### config.mk
export PLATFORM = sky130hd
export DESIGN_NAME = pipelined_shift_unit
export DESIGN_NICKNAME = d
export VERILOG_FILES = /design/src/rtl/pipelined_shift_unit.sv
export SDC_FILE = /design/constraint.sdc
export NUM_CORES = 1
export LEC_CHECK = 0
export ABC_AREA = 1
export CAP_MARGIN = 30
export CORE_MARGIN = 10
export CORE_UTILIZATION = 30
export DETAILED_ROUTE_END_ITERATION = 12
export GPL_TIMING_DRIVEN = 0
export PLACE_DENSITY_LB_ADDON = 0.1
export REMOVE_ABC_BUFFERS = 1
export SETUP_SLACK_MARGIN = 0.2
export SLEW_MARGIN = 10
export SYNTH_ARGS = -nofsm -noshare
export SYNTH_HDL_FRONTEND = slang
export SYNTH_SLANG_ARGS = --single-unit
### constraint.sdc
create_clock -name clock -period 1.79 [get_ports clock]
set_clock_uncertainty 0.15 [all_clocks]
set_input_delay 0.2685 -clock clock [delete_from_list [all_inputs] [get_ports clock]]
set_output_delay 0.2685 -clock clock [all_outputs]
set_load 0.1 [all_outputs]
### src/rtl/pipelined_shift_unit.sv
// Two-stage pipelined barrel shifter: SLL / SRL / SRA / ROL by a variable amount, with a passthrough tag.
// Latency: result on out_* right after the second rising edge counted from the accept edge; one op per cycle.
// Backpressure: valid/ready; a stalled output holds, stage 1 still fills, in_ready drops when both stages are full.
//
// Ports:
//   clock, reset_n        rising-edge clock, asynchronous active-low reset
//   flush                 synchronous flush of both stages (beats accept and advance)
//   in_valid/in_ready     input handshake; in_data, in_shamt, in_op, in_tag qualify in_valid
//   out_valid/out_ready   output handshake; out_data, out_tag come straight from stage-2 registers
//
// in_op encoding: 00 SLL, 01 SRL, 10 SRA, 11 ROL.

module pipelined_shift_unit #(
   parameter int WIDTH   = 32,
   parameter int SHAMT_W = $clog2(WIDTH),
   parameter int SPLIT   = SHAMT_W / 2,
   parameter int TAG_W   = 5
) (
   input  logic               clock,
   input  logic               reset_n,
   input  logic               flush,
   input  logic               in_valid,
   output logic               in_ready,
   input  logic [WIDTH-1:0]   in_data,
   input  logic [SHAMT_W-1:0] in_shamt,
   input  logic [1:0]         in_op,
   input  logic [TAG_W-1:0]   in_tag,
   output logic               out_valid,
   input  logic               out_ready,
   output logic [WIDTH-1:0]   out_data,
   output logic [TAG_W-1:0]   out_tag
);

   localparam logic [1:0] OP_SLL = 2'b00;
   localparam logic [1:0] OP_SRL = 2'b01;
   localparam logic [1:0] OP_SRA = 2'b10;
   localparam logic [1:0] OP_ROL = 2'b11;

   // Number of shift-amount bits resolved in stage 1 (the upper ones).
   localparam int N_HI = SHAMT_W - SPLIT;

   // One barrel layer: shift x by a constant power of two in the selected mode.
   // SRA fills with an explicit sign bit so stage 2 can use the original operand's
   // sign rather than whatever the partial result's MSB happens to be.
   function automatic logic [WIDTH-1:0] shift_layer(
      input logic [WIDTH-1:0]   x,
      input logic [1:0]         op,
      input logic               fill,
      input logic [SHAMT_W-1:0] amt
   );
      logic [2*WIDTH-1:0] ext;
      logic [WIDTH-1:0]   r;
      ext = '0;
      r   = x;
      case (op)
         OP_SLL: r = x << amt;
         OP_SRL: r = x >> amt;
         OP_SRA: begin
            ext = {{WIDTH{fill}}, x} >> amt;
            r   = ext[WIDTH-1:0];
         end
         OP_ROL: begin
            // Upper half of {x,x} << amt is the left rotation of x.
            ext = {x, x} << amt;
            r   = ext[2*WIDTH-1:WIDTH];
         end
         default: r = x;
      endcase
      return r;
   endfunction

   // ------------------------------------------------------------------
   // Pipeline state
   // ------------------------------------------------------------------
   logic               s1_valid;
   logic [WIDTH-1:0]   s1_data;
   logic [SPLIT-1:0]   s1_lo;
   logic [1:0]         s1_op;
   logic [TAG_W-1:0]   s1_tag;
   logic               s1_sign;

   logic               s2_valid;
   logic [WIDTH-1:0]   s2_data;
   logic [TAG_W-1:0]   s2_tag;

   // ------------------------------------------------------------------
   // Handshake
   // ------------------------------------------------------------------
   logic s2_adv;
   logic s1_adv;
   logic accept;

   assign s2_adv   = !s2_valid || out_ready;
   assign s1_adv   = !s1_valid || s2_adv;
   assign in_ready = s1_adv && !flush;
   assign accept   = in_valid && in_ready;

   // ------------------------------------------------------------------
   // Stage 1 datapath: coarse shift by in_shamt[SHAMT_W-1:SPLIT] * 2^SPLIT
   // ------------------------------------------------------------------
   logic [WIDTH-1:0] hi_chain [N_HI+1];

   assign hi_chain[0] = in_data;

   for (genvar g = 0; g < N_HI; g++) begin : g_hi_layer
      assign hi_chain[g+1] = in_shamt[SPLIT+g]
                           ? shift_layer(hi_chain[g], in_op, in_data[WIDTH-1], SHAMT_W'(2 ** (SPLIT + g)))
                           : hi_chain[g];
   end

   // ------------------------------------------------------------------
   // Stage 2 datapath: fine shift by the registered low amount bits
   // ------------------------------------------------------------------
   logic [WIDTH-1:0] lo_chain [SPLIT+1];

   assign lo_chain[0] = s1_data;

   for (genvar g = 0; g < SPLIT; g++) begin : g_lo_layer
      assign lo_chain[g+1] = s1_lo[g]
                           ? shift_layer(lo_chain[g], s1_op, s1_sign, SHAMT_W'(2 ** g))
                           : lo_chain[g];
   end

   // ------------------------------------------------------------------
   // Registers
   // ------------------------------------------------------------------
   always_ff @(posedge clock or negedge reset_n) begin
      if (!reset_n) begin
         s1_valid <= 1'b0;
         s1_data  <= '0;
         s1_lo    <= '0;
         s1_op    <= '0;
         s1_tag   <= '0;
         s1_sign  <= 1'b0;
         s2_valid <= 1'b0;
         s2_data  <= '0;
         s2_tag   <= '0;
      end else if (flush) begin
         // Payload registers keep stale contents; valids qualify them.
         s1_valid <= 1'b0;
         s2_valid <= 1'b0;
      end else begin
         // Stage 2 takes whatever stage 1 holds in the same edge it drains.
         if (s2_adv) begin
            s2_valid <= s1_valid;
            if (s1_valid) begin
               s2_data <= lo_chain[SPLIT];
               s2_tag  <= s1_tag;
            end
         end
         if (s1_adv) begin
            s1_valid <= accept;
            if (accept) begin
               s1_data <= hi_chain[N_HI];
               s1_lo   <= in_shamt[SPLIT-1:0];
               s1_op   <= in_op;
               s1_tag  <= in_tag;
               s1_sign <= in_data[WIDTH-1];
            end
         end
      end
   end

   assign out_valid = s2_valid;
   assign out_data  = s2_data;
   assign out_tag   = s2_tag;

endmodule

Yosys cells after proc, flatten, opt, wreduce, memory -nomap -nowiden
Cells that the tools add are included.
{"block": "op_classes", "n_eq_ne": 6, "muxes": 14, "bitwise_logic": 1, "reduce_logical": 13}
{"operator": "32-bit case mux with 4 select lines", "n": 5}
{"operator": "32-bit two-way mux", "n": 5}
{"operator": "2-bit == test (second input constant)", "n": 4}
{"operator": "3-bit AND reduction", "n": 2}
{"operator": "2-bit by 1-bit == test with 1-bit output (second input constant)", "n": 2}
{"operator": "2-bit zero test", "n": 2}
{"operator": "1-bit two-way mux", "n": 4}
{"operator": "2-bit nonzero test", "n": 2}
{"operator": "1-bit zero test", "n": 3}
{"operator": "1-bit logical AND", "n": 2}
{"operator": "1-bit logical OR", "n": 2}
{"operator": "1-bit inverter", "n": 1}
{"block": "totals", "register_bits": 81, "in_bits": 49}

Logic depth before layout (Yosys ltp)
Gate-level depths: netlist of the first run.
{"block": "depth", "ltp_word": 7, "ltp_mapped": 14, "mapped_depth_nobuf": 13}

Worst setup path before layout of the first run
OpenSTA, ideal clock, no wires.
{"block": "synth_path", "path_kind": "register to register", "startpoint": "reg s2_valid, in the netlist out_valid", "endpoint": "reg s1_data[24]", "setup_ps": 117, "arrival_ps": 1968, "slack_ps": -445, "path_stages_with_launch": 13, "n_path_buf": 1, "synth_period_minus_slack_ps": 2235, "path_cell_list": "dfrtp_1 inv_1 nor2_1 inv_2 nor2_1 inv_1 nand2_1 nor2_2 inv_1 buf_1 a21oi_1 nand2_1 nand2_1"}
{"block": "synth_via", "elab_chain_cells": 6}
{"element": "start, declared", "line": "82", "rtl": "logic s2_valid;"}
{"element": "start signal, assigned", "line": "145", "rtl": "s2_valid <= s1_valid;"}
{"element": "1-bit zero test *", "line": "93", "rtl": "assign s2_adv = !s2_valid || out_ready;"}
{"element": "1-bit logical OR *", "line": "93"}
{"element": "1-bit logical OR *", "line": "94", "rtl": "assign s1_adv = !s1_valid || s2_adv;"}
{"element": "1-bit logical AND", "line": "95", "rtl": "assign in_ready = s1_adv && !flush;"}
{"element": "1-bit logical AND", "line": "96", "rtl": "assign accept = in_valid && in_ready;"}
{"element": "3-bit AND reduction (no line) *"}
{"element": "end signal, assigned", "line": "154", "rtl": "s1_data <= hi_chain[N_HI];"}
{"element": "end, declared", "line": "76", "rtl": "logic [WIDTH-1:0] s1_data;"}
Mark *: on every way between the ends. The rest lies on a longest branch, timed or not.
A chain may end at the register's enable or synchronous reset.

Worst setup path in the final report of the first run
{"block": "layout_path", "startpoint": "in flush", "endpoint": "reg s2_data[29], in the netlist out_data[29]"}
{"block": "layout_via", "elab_chain_cells": 2}
{"element": "start, declared", "line": "21", "rtl": "input logic flush,"}
{"element": "1-bit inverter (no line)"}
{"element": "3-bit AND reduction (no line)"}
{"element": "end signal, assigned", "line": "147", "rtl": "s2_data <= lo_chain[SPLIT];"}
{"element": "end, declared", "line": "83", "rtl": "logic [WIDTH-1:0] s2_data;"}
Every way passes these cells.

==> results of run 1 <==
-- layout by cell type (no fill, tap or decap), drive strengths merged --
master,netlist,layout
dlygate4sd2,0,1
a22o,1,1
o21ai,90,90
clkinv,0,2
inv,51,49
a21oi,45,45
o211ai,5,5
dlygate4sd3,0,1
o22ai,7,7
or2,25,25
nand2,477,482
nand3,187,187
a31oi,1,1
nor2,22,23
clkbuf,31,20
clkdlybuf4s50,0,43
dfrtp,81,81
clkinvlp,0,7
bufinv,0,1
bufbuf,0,1
buf,39,106
-- final cells by class --
class | count | area, sq um
repair inverters | 5 | 52.6
clock buffers | 13 | 250
repair buffers | 159 | 1760
inverters | 51 | 230
clock inverters | 3 | 40.0
fillers | 2223 | 11700
well taps | 275 | 344
multi-input cells | 866 | 4640
flip-flops and latches | 81 | 2030
-- worst max-delay path: stages --
cell	delay (ps)
clkdlybuf4s50_1	480
nor2_2	380
nand2_8	210
clkinvlp_4	190
buf_16	170
o21ai_0	90
inv_1	70
a21oi_1	50
-- kinds of logic after synthesis --
family,Yosys count,share of synthesized area (%)
buffers and inverters,121,8.82
flip-flops,81,31.7
AO/OA/AOI/OAI,149,12.2
AND/OR/NAND/NOR,711,47.3
-- metrics by stage --
step,instance area (sq um),worst slack [ps],std cells,TNS [ps]
2_1_floorplan,6030,-1390,992,-81650
3_3_place_gp,7240,-2840,1354,-385280
3_5_place_dp,7460,-1170,1364,-77680
4_1_cts,8680,-90.1,1437,-1450
5_1_grt,9350,-208,1453,-7260
6_report,9350,-69.5,1453,-533
-- per-layer routing --
| layer | wire length [um] | track usage (%) | vias to the layer above |
|---|---|---|---|
| met1 | 11500 | 22.1 | 3409 |
| met5 | 0 | 0 | - |
| met3 | 997 | 2.44 | 27 |
| met2 | 11700 | 27.2 | 189 |
| li1 | - | - | 3699 |
| met4 | 470 | 4.58 | 0 |
-- timing repair --
action,4_1_cts,5_1_grt
endpoints found under the setup margin,118,82
pin swaps,55,68
buffers inserted,40,10
hold endpoints to repair,41,0
hold buffers,1,0
gates resized for setup,381,128
gates cloned,16,6
-- flip-flops by register name (all words and copies together) (netlist names) --
signal / flops
out_data: 32
s1_sign: 1
s1_valid: 1
out_valid: 1
s1_lo: 2
s1_tag: 5
out_tag: 5
s1_op: 2
s1_data: 32
-- path summary, 6_finish.rpt --
path,to,start,cells after the start
min in group asynchronous,s1_tag[0]$_DFFE_PN0P_,reset_n,2
setup / recovery,out_data[29]$_DFFE_PN0P_,flush,8
setup reg to reg,s1_data[16]$_DFFE_PN0P_,out_valid$_DFFE_PN0P_,14
hold reg to reg,out_data[26]$_DFFE_PN0P_,out_data[26]$_DFFE_PN0P_,2
max in group asynchronous,out_data[13]$_DFFE_PN0P_,reset_n,3
hold / removal,s1_op[0]$_DFFE_PN0P_,in_op[0],3
-- report_power, final --
group          internal, mW  switching [mW]  total (mW)  leakage [nW]
combinational          1.66            3.97        5.63          3.34
clock                  1.12           0.746        1.86         0.144
sequential             2.23           0.379        2.61          1.00
==> flow_metrics.py, run 1 <==
metrics = {
    "route": {
        "vias": 7324,
        "drt_first_pass_iters": 5,
        "routedWlPerCell_um": 17.0,
        "dr.first_iter.drc_count": 419,
        "wl_um": 24700,
        "drcViolationCount": 0,
        "antenna_left": 0,
        "viasPerCell": 5.04,
    },
    "finish": {
        "fin_util_pct": 44.5,
        "drive_gt1_share_pct": 27.8,
        "synthToLayoutAreaGrowth_pct": 46.0,
        "nNetsFinal": 1222,
        "n_antenna_cell": 0,
    },
    "timing": {
        "rsz0062_at_grt": "true",
        "fmax_ghz": 0.538,
        "max_slew_margin_pct": 62.5,
        "setup_ws_ps": -69.5,
        "hold_viol": 0,
        "setup_viol_count_final": 30,
        "worstMarginPinSlew_ps": 563,
        "hold_ws_ps": 79.9,
        "maxSlewViolCount": 0,
        "period_share_pct": 104,
        "min_period_ps": 1860,
    },
    "power": {
        "p_leak_nw": 4.49,
        "powerDensity_nw_per_um2": 1080,
        "power_mw": 10.1,
        "peakVddDrop_uv": 486,
    },
    "setup_path": {
        "arrival_ps": 1940,
        "critPathKind": "in -> reg",
        "r2r_setup_slack_ps": -50,
        "critPathMaxFanout": 25,
        "critPathLaunchType": "primary input",
        "crit_path_end_kind": "flip-flop",
        "required_ps": 1870,
    },
    "synthesis": {
        "avgSynthCellArea_sq_um": 6.03,
        "yosysUniqueCellTypes": 26,
        "ys_ff_latch": 81,
        "synth_largest_area_cell": "dfrtp_1",
        "netlist_top_cells_area": "dfrtp_1 32%, nand2_1 28%, nand3_1 14%",
        "yosys.area.top_type_share_pct": 31.7,
        "synth_common_cells": "470 x nand2_1, 181 x nand3_1, 81 x dfrtp_1",
        "syn_area_sq_um": 6400,
        "async_flop_share_pct": 100,
        "yosysSeqAreaShare_pct": 31.7,
        "yosysMostFrequentCell": "nand2_1",
        "ys.warnings.count": 0,
        "yosys_most_used_dff": "dfrtp_1",
        "syn_inst": 1062,
        "synth-edff-count": 0,
    },
    "job": {
        "maxCapViolations": 0,
    },
    "cts": {
        "tritoncts": "yes",
        "clock-sinks": 81,
        "path_clk_slew_ps": 60,
        "clock-root-buffer": "clkbuf_16",
        "clock_path_buffers": 2,
        "h-tree-depth": 3,
        "numCtsBuffers": 9,
        "clock_latency_ps": 350,
    },
    "grt": {
        "antenna_found_initial": 0,
        "grt_pass1_wl_um": 38300,
        "grt_pass1_vias": 6994,
        "grt_overflow_total": 0,
        "track_usage_pct": 16.6,
        "grt_max_degree": 56,
    },
    "floorplanning": {
        "die_y_um": 166,
        "initial_core_util_pct": 30.4,
        "coreArea_sq_um": 21000,
        "die_x_um": 166,
        "dieArea_sq_um": 27600,
        "num_rows": 53,
        "boundaryPins": 88,
    },
    "status": {
        "outcome": "finished with violations",
        "violations": "negative setup slack",
    },
    "hold_path": {
        "hold_class": "in -> reg",
    },
    "placed_design": {
        "numPortBuffers": 87,
        "place.detailed.hpwl_um": 15100,
        "gp_congestion": 0.866,
    },
}
No activity file was read; power rests on OpenSTA's default activity.
==> inputs of run 2 (changes only) <==
--- a/config.mk
+++ b/config.mk
@@ -7,11 +7,13 @@
 export LEC_CHECK = 0
 export ABC_AREA = 1
 export CAP_MARGIN = 30
+export CORE_ASPECT_RATIO = 0.7
 export CORE_MARGIN = 10
 export CORE_UTILIZATION = 30
 export DETAILED_ROUTE_END_ITERATION = 12
 export GPL_TIMING_DRIVEN = 0
 export PLACE_DENSITY_LB_ADDON = 0.1
+export RECOVER_POWER = 25
 export REMOVE_ABC_BUFFERS = 1
 export SETUP_SLACK_MARGIN = 0.2
 export SLEW_MARGIN = 10
==> run 2 against run 1 <==
Effect of this change: critical endpoint is now s1_data[19]$_DFFE_PN0P_; highest routed layer unchanged; clock power rose by 19%; largest power group unchanged; sequential power grew 2%; wire length is 8.4% higher; the run still ends with negative setup slack left; design area grew 5.0%; power increased by 8.1%; via count up 4.0%.
==> flow_metrics.py, run 2 (synthesis gave the netlist of run 1 again) <==
metrics = {
    "status": {
        "outcome": "finished with violations",
        "violations": "negative setup slack",
    },
    "grt": {
        "antenna_found_initial": 0,
        "track_usage_pct": 18.1,
        "grt_max_degree": 65,
        "grt_pass1_vias": 7311,
        "grt_pass1_wl_um": 41000,
        "grt_overflow_total": 0,
    },
    "power": {
        "power_frac_seq_pct": 24.4,
        "pwr-share-comb_pct": 55.3,
        "peakVddDrop_uv": 941,
        "powerDensity_nw_per_um2": 1110,
        "p_int_mw": 5.47,
        "p_leak_nw": 4.68,
        "pwr-share-clk_pct": 20.3,
        "p_switching_mw": 5.45,
        "swShare_pct": 50.0,
    },
    "timing": {
        "worstMarginPinSlew_ps": 698,
        "setup_viol_count_final": 48,
        "maxSlewViolCount": 0,
        "period_share_pct": 105,
        "min_period_ps": 1870,
        "rsz0062_at_grt": "true",
        "hold_viol": 0,
        "fmax_ghz": 0.533,
        "setup_ws_ps": -84.6,
        "max_slew_margin_pct": 53.5,
    },
    "floorplanning": {
        "boundaryPins": 88,
        "coreArea_sq_um": 20900,
        "die_y_um": 142,
        "num_rows": 44,
        "initial_core_util_pct": 30.7,
        "die_x_um": 195,
        "dieArea_sq_um": 27700,
    },
    "finish": {
        "n_antenna_cell": 0,
        "final_cell_area_sq_um": 9810,
        "drive_gt1_share_pct": 33.0,
        "synthToLayoutAreaGrowth_pct": 53.4,
        "layout_commonest_cell": "nand2_1",
        "fin_util_pct": 47.0,
        "layout_common_cells": "377 x nand2_1, 156 x nand3_1, 79 x dfrtp_1, 54 x nand2_2, 43 x nand2_4",
        "multiInputGateArea_sq_um": 5040,
        "fill_cells": 2102,
        "nNetsFinal": 1213,
        "area.sequential_sq_um": 2030,
    },
    "setup_path": {
        "r2r_end": "s1_data[19]$_DFFE_PN0P_",
        "required_ps": 1920,
        "critPathKind": "reg -> reg",
        "crit_family": "buffers and inverters",
        "critPathLaunchType": "flip-flop",
        "r2r_setup_slack_ps": -80,
        "slowest_stage": "dfrtp_1",
        "worst_r2r_startpoint": "out_valid$_DFFE_PN0P_",
        "cp.depth": 13,
        "crit_path_cell_trace": "inv_1 > nor2_2 > inv_2 > nor2_4 > inv_2 > nand2_4 > nor2_4 > buf_12 > clkinvlp_4 > clkbuf_16 > a21oi_2 > nand2_2 > nand2_1",
        "critPathMaxFanout": 11,
        "path_buf_inv": 6,
        "worstRegToRegCells": 13,
        "worstSetupStartpoint": "out_valid$_DFFE_PN0P_",
        "max_stage_delay_ps": 370,
        "crit_path_end_kind": "flip-flop",
        "critical_path.endpoint": "s1_data[19]$_DFFE_PN0P_",
        "arrival_ps": 2010,
    },
    "cts": {
        "numCtsBuffers": 9,
        "clock_path_buffers": 2,
        "tritoncts": "yes",
        "h-tree-depth": 3,
        "clock-sinks": 81,
        "path_clk_slew_ps": 60,
        "clock-root-buffer": "clkbuf_16",
        "clock_latency_ps": 340,
    },
    "placed_design": {
        "place.detailed.hpwl_um": 15600,
        "numPortBuffers": 87,
        "gp_congestion": 0.844,
        "dpl_cell_area_sq_um": 7480,
    },
    "route": {
        "drt_first_pass_iters": 5,
        "routedWlPerCell_um": 18.5,
        "antenna_left": 0,
        "wl_um": 26700,
        "drcViolationCount": 0,
        "dr.first_iter.drc_count": 664,
        "vias": 7617,
        "viasPerCell": 5.27,
    },
    "hold_path": {
        "hold_class": "in -> reg",
    },
    "job": {
        "maxCapViolations": 0,
    },
}
-- run 2: cell types whose count changed in the layout (fill, tap and decap cells not counted), sizes merged, moves of 2 or more --
cell	change
clkbuf	+7
clkdlybuf4s50	-2
buf	-16
bufinv	+2
inv	-2
-- run 2: what timing repair did --
item	CTS	global route
endpoints found under the hold margin	25	0
buffers inserted	33	7
endpoints found under the setup margin	114	82
hold buffers	1	0
pin swaps	111	52
gates cloned	16	7
gates resized for setup	501	129
-- run 2: power groups by stage --
stage | Clock [mW] | Sequential, mW | Combinational [mW]
floorplan | 0 | 4.31 | 1.52
global placement | 0 | 2.61 | 4.55
detailed placement | 0 | 2.56 | 4.70
CTS | 2.25 | 2.62 | 5.59
global route | 2.33 | 2.73 | 6.42
finish | 2.22 | 2.67 | 6.04
-- run 2: stage by stage --
step | instances | setup WS (ps) | setup TNS [ps] | hold slack [ps] | power [mW]
after CTS | 1431 | -123 | -2760 | 128 | 10.5
after detailed placement | 1365 | -1180 | -67590 | 60.9 | 7.26
after global routing | 1445 | -175 | -6860 | 119 | 11.5
final | 1445 | -84.6 | -1360 | 122 | 10.9
after global placement | 1355 | -2830 | -380380 | 319 | 7.16
after floorplan | 992 | -1390 | -81650 | -177 | 5.83
-- run 2: cell type report --
cell class,instances,area share [%]
timing repair inverter,5,0.727
sequential,81,20.7
multi-input combinational,865,51.4
timing repair buffer,151,17.6
clock inverter,4,1.01
inverter,51,2.49
tap,276,3.52
clock buffer,12,2.61
-- run 2: worst min-delay path by stage --
stage,cells past startpoint,start,slack (ps),endpoint
2_1_floorplan,0,reset_n,-180,out_data[0]$_DFFE_PN0P_
3_3_place_gp,2,out_data[28]$_DFFE_PN0P_,320,out_data[28]$_DFFE_PN0P_
3_5_place_dp,1,reset_n,60,s1_op[0]$_DFFE_PN0P_
4_1_cts,3,in_op[1],130,s1_op[1]$_DFFE_PN0P_
5_1_grt,3,in_op[0],120,s1_op[0]$_DFFE_PN0P_
6_report,3,in_op[0],120,s1_op[0]$_DFFE_PN0P_
-- run 2: tightest hold or removal path, cell delays in order --
cell and delay [ps]:
clkbuf_4 200, nand2_4 60, o21ai_2 40
-- run 2: routing by layer --
layer | track usage, % | vias up | share of wire, %
met5 | 0 | - | 0
met1 | 26.8 | 3689 | 49
met2 | 26.6 | 244 | 42
met4 | 2.83 | 0 | 0.86
li1 | - | 3665 | -
met3 | 3.74 | 19 | 7.4
==> inputs of run 3 (changes only) <==
--- a/config.mk
+++ b/config.mk
@@ -7,10 +7,13 @@
 export LEC_CHECK = 0
 export ABC_AREA = 1
 export CAP_MARGIN = 30
+export CELL_PAD_IN_SITES_DETAIL_PLACEMENT = 1
+export CELL_PAD_IN_SITES_GLOBAL_PLACEMENT = 1
 export CORE_ASPECT_RATIO = 0.7
-export CORE_MARGIN = 10
+export CORE_MARGIN = 2
 export CORE_UTILIZATION = 30
 export DETAILED_ROUTE_END_ITERATION = 12
+export GPL_ROUTABILITY_DRIVEN = 0
 export GPL_TIMING_DRIVEN = 0
 export PLACE_DENSITY_LB_ADDON = 0.1
 export RECOVER_POWER = 25
==> run 3 against run 2 <==
Effect of this change: the run still ends with negative setup slack left; core utilization is 1.6 points lower; flip-flop and latch count stayed put; register-to-register slack hardly changed; worst setup slack worse by 8.8 ps; die area is 19% lower; highest routed layer unchanged.
==> flow_metrics.py, run 3 (synthesis gave the netlist of run 1 again) <==
metrics = {
    "setup_path": {
        "critical_path.endpoint": "out_data[21]$_DFFE_PN0P_",
        "r2r_end": "out_data[21]$_DFFE_PN0P_",
        "crit_path_end_kind": "flip-flop",
        "worst_r2r_startpoint": "s1_op[1]$_DFFE_PN0P_",
        "critPathLaunchType": "flip-flop",
        "worstSetupStartpoint": "s1_op[1]$_DFFE_PN0P_",
        "critPathKind": "reg -> reg",
        "critPathMaxFanout": 15,
        "arrival_ps": 1960,
        "r2r_setup_slack_ps": -90,
        "worstRegToRegCells": 11,
        "required_ps": 1870,
    },
    "timing": {
        "rsz0062_at_grt": "true",
        "period_share_pct": 105,
        "worstMarginPinSlew_ps": 971,
        "fin_tns_setup_ps": -767,
        "setup_ws_ps": -93.4,
        "hold_viol": 0,
        "min_period_ps": 1880,
        "maxSlewViolCount": 0,
        "max_slew_margin_pct": 35.3,
        "fmax_ghz": 0.531,
        "setup_viol_count_final": 23,
    },
    "cts": {
        "tritoncts": "yes",
        "clock-sinks": 81,
        "clock_path_buffers": 2,
        "numCtsBuffers": 9,
        "clock_latency_ps": 350,
        "h-tree-depth": 3,
        "path_clk_slew_ps": 70,
        "clock-root-buffer": "clkbuf_16",
    },
    "finish": {
        "nNetsFinal": 1212,
        "drive_gt1_share_pct": 30.1,
        "n_antenna_cell": 0,
        "stdcell_count": 1444,
        "layout_commonest_cell": "nand2_1",
        "layout_common_cells": "392 x nand2_1, 172 x nand3_1, 78 x dfrtp_1, 51 x nand2_2, 41 x clkdlybuf4s50_1",
        "fill_cells": 2592,
        "synthToLayoutAreaGrowth_pct": 47.7,
        "final_cell_area_sq_um": 9450,
        "fin_util_pct": 45.4,
    },
    "placed_design": {
        "dp.cells": 1366,
        "place.detailed.hpwl_um": 16200,
        "dp_slack_ps": -1300,
        "numPortBuffers": 87,
        "dpl_cell_area_sq_um": 7470,
    },
    "grt": {
        "grt_pass1_wl_um": 42300,
        "use_met1_pct": 36.9,
        "track_usage_pct": 23.9,
        "grt_max_degree": 62,
        "grt_overflow_total": 0,
        "busiest_layer": "met1",
        "gr-usage-met2_pct": 35.3,
        "globalRouteMet3Util_pct": 3.83,
        "antenna_found_initial": 0,
        "grt_pass1_vias": 7640,
    },
    "route": {
        "routedWlPerCell_um": 19.3,
        "viasPerCell": 5.28,
        "wl_um": 27800,
        "dr.first_iter.drc_count": 505,
        "vias": 7631,
        "antenna_left": 0,
        "drcViolationCount": 0,
        "drt_first_pass_iters": 8,
    },
    "floorplanning": {
        "die_y_um": 126,
        "boundaryPins": 88,
        "num_rows": 44,
        "die_x_um": 179,
        "dieArea_sq_um": 22500,
        "coreArea_sq_um": 20800,
        "initial_core_util_pct": 30.8,
    },
    "status": {
        "violations": "negative setup slack",
        "outcome": "finished with violations",
    },
    "job": {
        "maxCapViolations": 0,
    },
    "power": {
        "pwr-share-clk_pct": 20.0,
        "powerDensity_nw_per_um2": 1100,
        "peakVddDrop_uv": 626,
        "p_int_mw": 5.05,
        "p_switching_mw": 5.30,
        "swShare_pct": 51.2,
        "pwr-share-comb_pct": 54.7,
        "power_frac_seq_pct": 25.3,
        "p_leak_nw": 4.53,
    },
    "hold_path": {
        "hold_class": "in -> async",
    },
}
## run 3: how the worst min path moves through the flow
stage	startpoint	to	slack, ps	cells after the start
global route	in_op[0]	s1_op[0]$_DFFE_PN0P_	90	3
global placement	out_tag[3]$_DFFE_PN0P_	out_tag[3]$_DFFE_PN0P_	320	2
floorplan	reset_n	out_data[0]$_DFFE_PN0P_	-180	0
finish	reset_n	out_tag[2]$_DFFE_PN0P_	80	2
detailed placement	reset_n	out_tag[2]$_DFFE_PN0P_	-70	1
CTS	in_op[0]	s1_op[0]$_DFFE_PN0P_	80	3
## run 3: per-layer routing
| layer | part of all wire, % | wire (um) |
|---|---|---|
| met5 | 0 | 0 |
| met2 | 43 | 11900 |
| met4 | 1.5 | 413 |
| met1 | 51 | 14100 |
| met3 | 5.1 | 1420 |
## run 3: power groups by stage
stage / clock network [mW] / registers [mW] / logic, mW
6_report: 2.07 / 2.62 / 5.66
5_1_grt: 2.17 / 2.67 / 6.03
4_1_cts: 2.11 / 2.58 / 5.26
3_5_place_dp: 0 / 2.56 / 4.69
3_3_place_gp: 0 / 2.60 / 4.55
2_1_floorplan: 0 / 4.31 / 1.52
## run 3: final cells by class
class,count,area [sq um],area share (%)
clock buffer,9,225,2.38
clock inverter,7,101,1.07
inverter,51,259,2.74
multi-input combinational,863,4670,49.4
sequential,81,2030,21.5
tap,276,345,3.65
timing repair buffer,148,1700,18.0
timing repair inverter,9,124,1.31
## run 3: repair_timing
action / in CTS / in global routing
pin swaps: 72 / 52
hold endpoints to repair: 81 / 0
cloned: 21 / 5
hold buffers: 1 / 0
setup buffers: 31 / 4
setup endpoints to repair: 113 / 82
resized for setup: 446 / 120
## run 3: worst max-delay path, cell delays in order (launching register included)
cell and delay, ps:
dfrtp_2 450, inv_2 90, nand2_4 70, nand2_8 110, buf_12 190, inv_12 70
nand2_2 70, nand3_2 120, o21ai_4 120, nand2_1 90, a21oi_1 140, o21ai_0 80
## run 3: through the flow
| step | hold slack, ps | power, mW |
|---|---|---|
| 2_1_floorplan | -177 | 5.83 |
| 4_1_cts | 84.8 | 9.94 |
| 3_3_place_gp | 316 | 7.15 |
| 3_5_place_dp | -74.3 | 7.25 |
| 6_report | 82.9 | 10.4 |
| 5_1_grt | 95.0 | 10.9 |
